**src/rtl/imem_pkg.sv**
```systemverilog
// Shared types and constants for the instruction-memory access controller.
// The memory is 256 x 32, word-addressed by byte-address bits [9:2].
package imem_pkg;

  localparam int          DEPTH      = 256;
  localparam int          IMEM_IDX_W = 8;
  localparam int          IDX_MSB    = 9;
  localparam int          IDX_LSB    = 2;
  localparam int          LD_CNT_W   = 9;
  localparam logic [31:0] BOOT_PC    = 32'h0000_0000;
  localparam logic [31:0] NOP_INSTR  = 32'h0000_0013;

  localparam logic [LD_CNT_W-1:0] LD_CNT_MAX = LD_CNT_W'(DEPTH);

  typedef enum logic [1:0] {
    FETCH = 2'd0,
    LOAD  = 2'd1,
    DRAIN = 2'd2
  } state_e;

endpackage

```
**src/rtl/imem_fetch_seq.sv**
```systemverilog
// PC-sequential fetch engine: request PC, stall hold, redirect squash and the
// response bookkeeping for a memory with one cycle of read latency.
module imem_fetch_seq
  import imem_pkg::*;
(
  input  logic        clk,
  input  logic        rst_n,
  input  logic        en,
  input  logic        flush,
  input  logic        stall,
  input  logic        redirect,
  input  logic [31:0] target,
  input  logic [31:0] mem_rdata,
  output logic [31:0] req_pc,
  output logic [31:0] if_pc,
  output logic [31:0] if_instr,
  output logic        if_valid,
  output logic        err_misaligned
);

  logic        rsp_valid;
  logic [31:0] rsp_pc;
  logic        held;
  logic        held_valid;
  logic [31:0] held_pc;
  logic [31:0] held_instr;

  // While held, the memory already returns the next word, so the displayed
  // word comes from the capture registers instead of mem_rdata.
  always_comb begin
    if (held) begin
      if_valid = held_valid;
      if_pc    = held_pc;
      if_instr = held_instr;
    end else begin
      if_valid = rsp_valid;
      if_pc    = rsp_pc;
      if_instr = rsp_valid ? mem_rdata : NOP_INSTR;
    end
  end

  // NOTE: sequential state is written only with non-blocking assignments so
  // every register samples the pre-edge values of its neighbours.
  always_ff @(posedge clk or negedge rst_n) begin
    if (!rst_n) begin
      req_pc         <= BOOT_PC;
      rsp_valid      <= 1'b0;
      rsp_pc         <= '0;
      held           <= 1'b0;
      held_valid     <= 1'b0;
      held_pc        <= '0;
      held_instr     <= NOP_INSTR;
      err_misaligned <= 1'b0;
    end else if (!en || flush) begin
      req_pc    <= BOOT_PC;
      rsp_valid <= 1'b0;
      held      <= 1'b0;
    end else if (redirect) begin
      req_pc    <= {target[31:2], 2'b00};
      rsp_valid <= 1'b0;
      held      <= 1'b0;
      if (target[1:0] != 2'b00) err_misaligned <= 1'b1;
    end else if (stall) begin
      held       <= 1'b1;
      held_valid <= if_valid;
      held_pc    <= if_pc;
      held_instr <= if_instr;
    end else begin
      req_pc    <= req_pc + 32'd4;
      rsp_valid <= 1'b1;
      rsp_pc    <= req_pc;
      held      <= 1'b0;
    end
  end

endmodule

```
**src/rtl/imem_access_ctrl.sv**
```systemverilog
// Instruction-memory port owner: arbitrates the CPU fetch stream against a
// program loader, which has priority and holds the CPU while it runs.
module imem_access_ctrl
  import imem_pkg::*;
(
  input  logic                  clk,
  input  logic                  rst_n,
  input  logic                  if_stall,
  input  logic                  if_redirect,
  input  logic [31:0]           if_target,
  output logic [31:0]           if_pc,
  output logic [31:0]           if_instr,
  output logic                  if_valid,
  output logic                  cpu_hold,
  input  logic                  ld_start,
  input  logic                  ld_valid,
  output logic                  ld_ready,
  input  logic [31:0]           ld_addr,
  input  logic [31:0]           ld_data,
  input  logic                  ld_done,
  output logic [LD_CNT_W-1:0]   ld_count,
  output logic [IMEM_IDX_W-1:0] mem_addr,
  output logic                  mem_we,
  output logic [31:0]           mem_wdata,
  input  logic [31:0]           mem_rdata,
  output logic                  err_misaligned
);

  state_e      state_q;
  state_e      state_d;
  logic [31:0] req_pc;
  logic        ld_write;
  logic        unused_bits;

  assign unused_bits = ^{ld_addr[31:IDX_MSB+1], ld_addr[IDX_LSB-1:0],
                         req_pc[31:IDX_MSB+1], req_pc[IDX_LSB-1:0]};

  imem_fetch_seq u_fetch (
    .clk            (clk),
    .rst_n          (rst_n),
    .en             (state_q == FETCH),
    .flush          (ld_start),
    .stall          (if_stall),
    .redirect       (if_redirect),
    .target         (if_target),
    .mem_rdata      (mem_rdata),
    .req_pc         (req_pc),
    .if_pc          (if_pc),
    .if_instr       (if_instr),
    .if_valid       (if_valid),
    .err_misaligned (err_misaligned)
  );

  // NOTE: every combinational output gets a default first, so no path
  // through the case statement can leave a latch behind.
  always_comb begin
    state_d = state_q;
    case (state_q)
      FETCH:   if (ld_start) state_d = LOAD;
      LOAD:    if (ld_done)  state_d = DRAIN;
      DRAIN:   state_d = FETCH;
      default: state_d = FETCH;
    endcase
  end

  assign ld_write  = (state_q == LOAD) && ld_valid;
  assign cpu_hold  = (state_q != FETCH);
  assign ld_ready  = (state_q == LOAD);
  assign mem_we    = ld_write;
  assign mem_wdata = ld_write ? ld_data : '0;
  assign mem_addr  = (state_q == LOAD) ? ld_addr[IDX_MSB:IDX_LSB]
                                       : req_pc[IDX_MSB:IDX_LSB];

  // NOTE: the instruction memory itself is never reset; a reset only aborts
  // the session, so words written before it survive.
  always_ff @(posedge clk or negedge rst_n) begin
    if (!rst_n) begin
      state_q  <= FETCH;
      ld_count <= '0;
    end else begin
      state_q <= state_d;
      if (state_q == FETCH && ld_start) begin
        ld_count <= '0;
      end else if (ld_write && ld_count != LD_CNT_MAX) begin
        ld_count <= ld_count + 1'b1;
      end
    end
  end

endmodule

```
**config.mk**
```make
export PLATFORM = sky130hd
export DESIGN_NAME = imem_access_ctrl
export DESIGN_NICKNAME = d
export VERILOG_FILES = /design/src/rtl/imem_pkg.sv /design/src/rtl/imem_fetch_seq.sv /design/src/rtl/imem_access_ctrl.sv
export SDC_FILE = /design/constraint.sdc
export NUM_CORES = 1
export LEC_CHECK = 0
export CAP_MARGIN = 20
export CORE_UTILIZATION = 49
export DETAILED_ROUTE_END_ITERATION = 8
export PLACE_DENSITY = 0.86
export SLEW_MARGIN = 20
export SYNTH_ARGS = -nofsm -noshare
export SYNTH_HDL_FRONTEND = slang
export SYNTH_SLANG_ARGS = --single-unit
```
**constraint.sdc**
```tcl
create_clock -name clk -period 5.5 [get_ports clk]
set_input_delay 0.825 -clock clk [delete_from_list [all_inputs] [get_ports clk]]
set_output_delay 0.825 -clock clk [all_outputs]
set_load 0.01 [all_outputs]
```
## Word-level counts from Yosys, hierarchy flattened

Index checks and enable logic that the tools add are counted.
Widths: inputs -> output; s select.

| word-level totals | value |
|---|---|
| word-level logic and storage cells | 53 |
| register bits after elaboration | 143 |

| operators by class | value |
|---|---|
| eq/ne operators | 5 |
| bitwise gates (word level) | 3 |
| $add $sub $neg | 2 |
| reductions and logical operators | 13 |
| mux-type cells | 20 |

Operator list:

| cell | count |
|---|---|
| $mux 32 | 7 |
| $add 32x3->32 const B | 1 |
| $mux 9 | 2 |
| $add 9x1->9 const B | 1 |
| $ne 9x9->1 const B | 1 |
| $reduce_and 3->1 | 3 |
| $mux 8 | 1 |
| $mux 1 | 7 |
| $reduce_bool 2->1 | 3 |
| $mux 2 | 2 |
| $pmux 2 s2 | 1 |
| $logic_and 1x1->1 | 3 |
| $ne 3x1->1 const B | 1 |
| $not 1->1 | 3 |
| $eq 2x1->1 const B | 1 |
| $logic_not 2->1 | 1 |
| $ne 2x1->1 const B | 1 |
| $ne 2x2->1 const B | 1 |
| $reduce_and 2->1 | 1 |
| $logic_not 1->1 | 1 |
| $logic_or 1x1->1 | 1 |

## Depth between registers and ports, before layout

Gate-level depths: netlist (run 1).

| logic depth | value |
|---|---|
| depth in word-level cells | 5 |
| mapped depth | 7 |
| mapped depth without buffers | 7 |

## Hierarchy

Synthesis (run 1) repeated with hierarchy kept, for this count alone.

| second synthesis, totals | value |
|---|---|
| cell total of the unflattened synthesis | 730 |
| area total of the unflattened synthesis | 7249.5 um2 |

By module, submodules not included:

| module | area each (um2) | seq. area each (um2) | cells each | instances |
|---|---|---|---|---|
| imem_fetch_seq | 6342.3 | 3206.8 | 618 | 1 |
| imem_access_ctrl | 907.1 | 275.3 | 112 | 1 |

## Least setup slack after synthesis (run 1)

OpenSTA, ideal clock, no wires.

| timing | value |
|---|---|
| path type | input -> output |
| start point | in ld_valid |
| end point | out mem_wdata[22] |
| stages | 4 |
| arrival | 1.704 ns |
| data required time | 4.675 ns |
| slack | 2.971 ns |
| cells stage by stage | and3b_1 > clkbuf_1 > clkbuf_1 > and2_1 |

| on the way | value |
|---|---|
| word-level cells in the longest chain between the ends | 2 |

Ends and longest elaborated chain:

| item | line | source |
|---|---|---|
| from (decl) | imem_access_ctrl.sv:16 | `input logic ld_valid,` |
| $logic_and 1x1->1 | imem_access_ctrl.sv:66 | `assign ld_write = (state_q == LOAD) && ld_valid;` |
| named net mem_we | imem_access_ctrl.sv:23 | `output logic mem_we,` |
| $mux 32 | imem_access_ctrl.sv:70 | `assign mem_wdata = ld_write ? ld_data : '0;` |
| to (decl) | imem_access_ctrl.sv:24 | `output logic [31:0] mem_wdata,` |

The timed path passes the listed nets, and every way through them passes these cells.

## Worst setup path after layout (run 1)

| timing | value |
|---|---|
| start point | in ld_valid |
| end point | out mem_wdata[10] |

| on the way | value |
|---|---|
| word-level cells in the longest chain between the ends | 2 |

Ends and longest elaborated chain:

| item | line |
|---|---|
| $logic_and 1x1->1 | imem_access_ctrl.sv:66 |
| $mux 32 | imem_access_ctrl.sv:70 |

Every way passes these cells.

==> metrics.txt, run 1 <==
status=finished clean; initial antenna violation count=0; wirelength, routed=19900 um; # hold bufs at CTS=0; die width=123 um; Worst Tran Pin Value=0.995 ns; Max Slew Vio Count=0; layout cells sized above 1=0.132; Final TNS setup=0 ns; CP max stage delay=0.82 ns; Synth Instances=748; Synth Area per Inst=9.56 um2; fin crit period=3.74 ns; Die Ht=123 um; post-CTS setup buffers=0; routed via count=6209; Clock Skew=0.00663 ns; WL/cell=17.3 um; Peak supply drop=0.316 mV; final net count=1093; Placed Cells=1116; clock buffer count from CTS=17; Startpoint Class=input port; RSZ-0062 raised after global routing=false; Layout area overhead=41.8%; Top FF cell, synth=dfrtp_1; mapped cell area=0.00715 mm2; period utilization=0.680; adder-cell share of the synthesized area=0.00525; post-synthesis compound-gate area fraction=0.0998; Sinks on Clock Net=139; post-synth top area cell=dfrtp_1; DIE AREA=0.0151 mm2; WS Path Type=in2out; Storage cell area=0.00348 mm2; Post-Syn Nets=886; Leak=4.57 nW; Ports=253; maximum root-to-sink buffer count=2; largest cells by area after synthesis=dfrtp_1, nand2_1, mux2_2; Hold Violations, Final=0; maximum fanout along the worst path=38; worst skew pair latency=0.42 ns; DRC violation total after the first TritonRoute iteration=388; site row count=43; Resize count post-CTS=0; Clock transition at path regs=0.05 ns; crit path max-delay cell type=and3b_1; DRC Markers=0; CTS tree=yes; CP required=4.68 ns; Setup crit end kind=output port; number of synthesized flops with an enable pin=0; CP dominant cell by count=clkdlybuf4s50_1; Antenna Cells=0; slew margin rel.=0.334; GRT met3 Usage=0.0618; Post-DP Area=0.00950 mm2; FILL cells=1041; number of setup violations in the final report=0; largest net degree at the start of global routing=97; FMAX=267 MHz; most instantiated library cell after synthesis=nand2_1; GRT Max-Usage Layer=met2; xor-xnor portion of the synthesized cell area=0.0282; first drt pass iteration count=6; Hold Path Class=reg2reg; critical-path cell list=clkdlybuf4s50_1 > and3b_1 > and2_1 > clkdlybuf4s50_1; Cell Count, Final, Fillers Out=1148; pwr dens=324 mW/mm2; post-synth top area share=0.476; H-tree depth=4; Synth Area in Simple Gates=0.230; Max Cap Violations=0; GRT overflow=0; PortBufs=228; CTS Root Cell=clkbuf_16; met1 GRT Util=0.350; number of global-route vias before repair=6075; initial core utilization=0.509; antenna-violating nets left=0; arrival time worst endpoint=2.91 ns; Commonest cells post-synth=nand2_1, dfrtp_1, mux2_2, and2_1, a22o_1; share of synthesized area spent on multiplexers=0.115; asr flop ratio synth=1.00; vias per cell=5.41; sequential-to-total area share from yosys stat=0.487; synthesis-stage register bit count=139; Finished Cell Area=0.0101 mm2; global-route wire length before repair=31700 um; Multi-input gate area=0.00343 mm2; YS warnings=0; GRT Resource Usage Total=0.275; Detailed Place HPWL=13200 um; main combinational cell family by area after synthesis=simple AND/OR/NAND/NOR gates; post-synth cell types=56; met2 usage in global routing=0.468; core area=0.0140 mm2; Placer Congestion=0.893
==> flip-flops by register name, indices dropped and copies added (netlist names) <==
register,flops
u_fetch.req_pc,30
ld_count,9
u_fetch.held_instr,32
u_fetch.held_valid,1
u_fetch.err_misaligned,1
u_fetch.held_pc,32
u_fetch.rsp_pc,30
u_fetch.held,1
u_fetch.rsp_valid,1
state_q,2
==> cells by family (layout without fill, tap and decap cells) <==
logic type | after synthesis | in the layout
AO/OA/AOI/OAI | 104 | 104
buffers and inverters | 55 | 275
flip-flops | 139 | 139
adder cells (fa/ha/maj) | 3 | 3
XOR/XNOR | 23 | 23
multiplexers | 73 | 73
AND/OR/NAND/NOR | 351 | 351
==> power breakdown <==
| part | switching, W | internal, W | total [W] |
|---|---|---|---|
| combinational | 0.000353 | 0.000422 | 0.000776 |
| clock | 0.000427 | 0.000809 | 0.00124 |
| sequential | 0.000107 | 0.00117 | 0.00128 |
| total | 0.000888 | 0.00240 | 0.00329 |
==> stage by stage <==
stage / hold slack [ns] / worst slack (ns) / utilization / power (W)
after floorplan: 0.440 / 2.97 / - / 0.00166
after detailed placement: 0.458 / 1.78 / 0.676 / 0.00206
after CTS: 0.473 / 1.77 / 0.722 / 0.00331
final: 0.469 / 1.76 / 0.722 / 0.00329
after global placement: 0.451 / 1.78 / 0.676 / 0.00204
after global routing: 0.485 / 1.63 / 0.722 / 0.00344
==> placed cells by master (no fill, tap or decap), types with 14 or more instances in the layout <==
master           netlist  layout
xnor2_1               14      14
a22o_1                31      31
and2_1                37      37
nand4_1               14      14
nand2_1              218     217
dfrtp_1              136     135
nor2_1                26      25
mux2_2                71      71
clkdlybuf4s50_1        0     227
o21ai_0               22      22
a21oi_1               28      28
clkbuf_16              0      17
==> layout make-up <==
type                       instances  share of cell area
tap                              180              0.0222
multi-input combinational        554               0.338
clock inverter                    14              0.0197
timing repair buffer             234               0.230
inverter                           9             0.00333
clock buffer                      18              0.0433
sequential                       139               0.343
==> final timing paths <==
kind | start | to | slack (ns) | cells past startpoint
min | u_fetch.held_pc[3]$_DFFE_PN0P_ | u_fetch.held_pc[3]$_DFFE_PN0P_ | 0.47 | 2
max | ld_valid | mem_wdata[10] | 1.76 | 4
max reg2reg | state_q[1]$_DFFE_PN0P_ | ld_count[2]$_DFFE_PN0P_ | 3.07 | 5
min reg2reg | u_fetch.held_pc[3]$_DFFE_PN0P_ | u_fetch.held_pc[3]$_DFFE_PN0P_ | 0.47 | 2
max in group asynchronous | rst_n | u_fetch.held_pc[22]$_DFFE_PN0P_ | 3.90 | 2
min in group asynchronous | rst_n | u_fetch.held_instr[24]$_DFFE_PN0P_ | 0.48 | 1
==> metal layers <==
layer	part of all wire	vias up
met3	0.069	21
li1	-	2973
met5	0	-
met1	0.43	2986
met2	0.49	229
met4	0.011	0
==> critical path, delay by kind of cell <==
kind	cells	cell delay (ns)
buffers and inverters	2	1.02
AND/OR/NAND/NOR	2	1.06
No activity file was read; power rests on OpenSTA's default activity.
==> run 2: changes to the inputs <==
CORE_UTILIZATION = 46   (was 49)
PLACE_DENSITY = 0.82   (was 0.86)
clock period = 3.75 ns   (was 5.5 ns; I/O delays follow)
==> metrics.txt, run 2 (synthesized netlist as in run 1, its figures left out) <==
vias per cell=5.29 (-2.1%); Startpoint Class=flip-flop; Detailed Place HPWL=13600 um (+2.6%); Placed Cells=1134 (+1.6%); number of global-route vias before repair=6076 (+0.016%); arrival time worst endpoint=2.55 ns (-0.36 ns); r2r setup slk=1.58 ns (-1.49 ns); Ports=253 (unchanged); largest net degree at the start of global routing=95 (-2.1%); DRC Markers=0 (unchanged); PortBufs=228 (unchanged); post-CTS setup buffers=0 (unchanged); DIE AREA=0.0160 mm2 (+6.4%); site row count=45 (+4.7%); most frequent cells in the layout=clkdlybuf4s50_1, nand2_1, dfrtp_1; Resize count post-CTS=0 (unchanged); # hold bufs at CTS=0 (unchanged); pwr dens=452 mW/mm2 (+39%); WL/cell=16.8 um (-2.9%); reg2reg start=state_q[1]$_DFFE_PN0P_; initial core utilization=0.470 (-0.0388); wirelength, routed=19600 um (-1.5%); final net count=1103 (+0.91%); switching share of power=0.276 (+0.00661); die width=127 um (+3.2%); crit path max-delay cell type=nor2b_1; Leak=4.59 nW (+0.32%); DRC violation total after the first TritonRoute iteration=383 (-1.3%); dpl ws=0.861 ns (-0.914 ns); Finished Cell Area=0.0101 mm2 (about the same); fin crit period=3.11 ns; Max Slew Vio Count=0 (unchanged); period utilization=0.830; Core Util, Final=0.667 (-0.0553); initial antenna violation count=0 (unchanged); Combinational Power Share=0.248 (+0.012); Cell Count, Final, Fillers Out=1165 (+1.5%); Setup crit end kind=output port; Int Pwr=0.00331 W (+38%); worst skew pair latency=0.42 ns (about the same); Antenna Cells=0 (unchanged); critical-path cell list=nor2b_1 > mux2_2 > clkdlybuf4s50_1; Post-DP Area=0.00958 mm2 (+0.90%); first drt pass iteration count=5 (-1); FF-to-FF End=u_fetch.req_pc[22]$_DFFE_PN0P_; WS Path Type=reg2out; sequential power share=0.410 (+0.022); Placer Congestion=0.876 (-1.9%); Sinks on Clock Net=139 (unchanged); Final WS setup=0.636 ns (-1.12 ns); Largest regs=u_fetch.held_instr: 32 flops, u_fetch.held_pc: 32 flops; Hold Path Class=in2async; Clock transition at path regs=0.06 ns (about the same); antenna-violating nets left=0 (unchanged); clock buffer count from CTS=17 (unchanged); Die Ht=127 um (+3.2%); CTS tree=yes; Peak supply drop=0.342 mV (+8.4%); number of setup violations in the final report=0 (unchanged); global-route wire length before repair=32100 um (+1.5%); CTS Root Cell=clkbuf_16; Worst Tran Pin Value=0.896 ns (-0.0994 ns); CP required=3.19 ns (-1.49 ns); slew margin rel.=0.402 (+0.0679); status=finished clean; NetSw=0.00127 W (+43%); CP max stage delay=0.75 ns (-0.07 ns); most common cell after layout, fill and taps aside=clkdlybuf4s50_1; FF-to-FF path depth=6 (+1); power share of the clock group=0.342 (-0.034); FMAX=321 MHz; RSZ-0062 raised after global routing=false; Final TNS setup=0 ns (unchanged); Hold Violations, Final=0 (unchanged); H-tree depth=4 (unchanged); GRT Resource Usage Total=0.257 (-0.0178); Layout area overhead=41.8% (about the same); GRT overflow=0 (unchanged); layout cells sized above 1=0.138 (+0.00595); routed via count=6168 (-0.66%); core area=0.0152 mm2 (+8.3%); maximum fanout along the worst path=11 (-71%); maximum root-to-sink buffer count=2 (unchanged); Clock Skew=0.00930 ns (+0.00267 ns); Max Cap Violations=0 (unchanged)
==> run 2: layout make-up <==
cell class | instances | area [um2]
Timing Repair Buffer | 244 | 2400
Sequential cell | 139 | 3480
Fill cell | 1152 | 5060
Inverter | 9 | 33.8
Clock inverter | 8 | 67.6
Clock buffer | 23 | 488
Multi-Input combinational cell | 554 | 3430
Tap cell | 188 | 235
==> run 2: worst max path at each step <==
stage | slack, ns | startpoint | cells past startpoint | to
2_1_floorplan | 1.75 | ld_valid | 4 | mem_wdata[22]
3_3_place_gp | 0.86 | ld_valid | 5 | mem_wdata[31]
3_5_place_dp | 0.86 | ld_valid | 5 | mem_wdata[31]
4_1_cts | 0.65 | state_q[0]$_DFFE_PN0P_ | 3 | mem_addr[5]
5_1_grt | 0.52 | state_q[0]$_DFFE_PN0P_ | 3 | mem_addr[5]
6_report | 0.64 | state_q[0]$_DFFE_PN0P_ | 3 | mem_addr[5]
==> run 2: routing by layer <==
layer	share of wire	GRT usage	vias up
met1	0.44	0.335	2931
met5	0	0	-
met2	0.48	0.417	210
li1	-	-	2999
met4	0.020	0.107	0
met3	0.057	0.0569	28
==> run 2: power groups by stage <==
| stage | Sequential, W | Clock [W] | Combinational (W) |
|---|---|---|---|
| floorplan | 0.00185 | 0 | 0.000592 |
| global placement | 0.00189 | 0 | 0.00112 |
| detailed placement | 0.00190 | 0 | 0.00113 |
| CTS | 0.00188 | 0.00160 | 0.00114 |
| global route | 0.00191 | 0.00167 | 0.00124 |
| finish | 0.00188 | 0.00157 | 0.00113 |
==> run 2: worst max-delay path, delay by kind of cell, from the launching register on <==
family / cells / cell delay [ns]
buffers and inverters: 1 / 0.48
flip-flops: 1 / 0.47
multiplexers: 1 / 0.43
AND/OR/NAND/NOR: 1 / 0.75
==> run 2: per-stage QoR <==
| stage | hold slack [ns] | total power [W] |
|---|---|---|
| final | 0.220 | 0.00458 |
| after global routing | 0.300 | 0.00482 |
| after CTS | 0.254 | 0.00462 |
| after global placement | 0.451 | 0.00300 |
| after detailed placement | 0.457 | 0.00303 |
| after floorplan | 0.267 | 0.00244 |
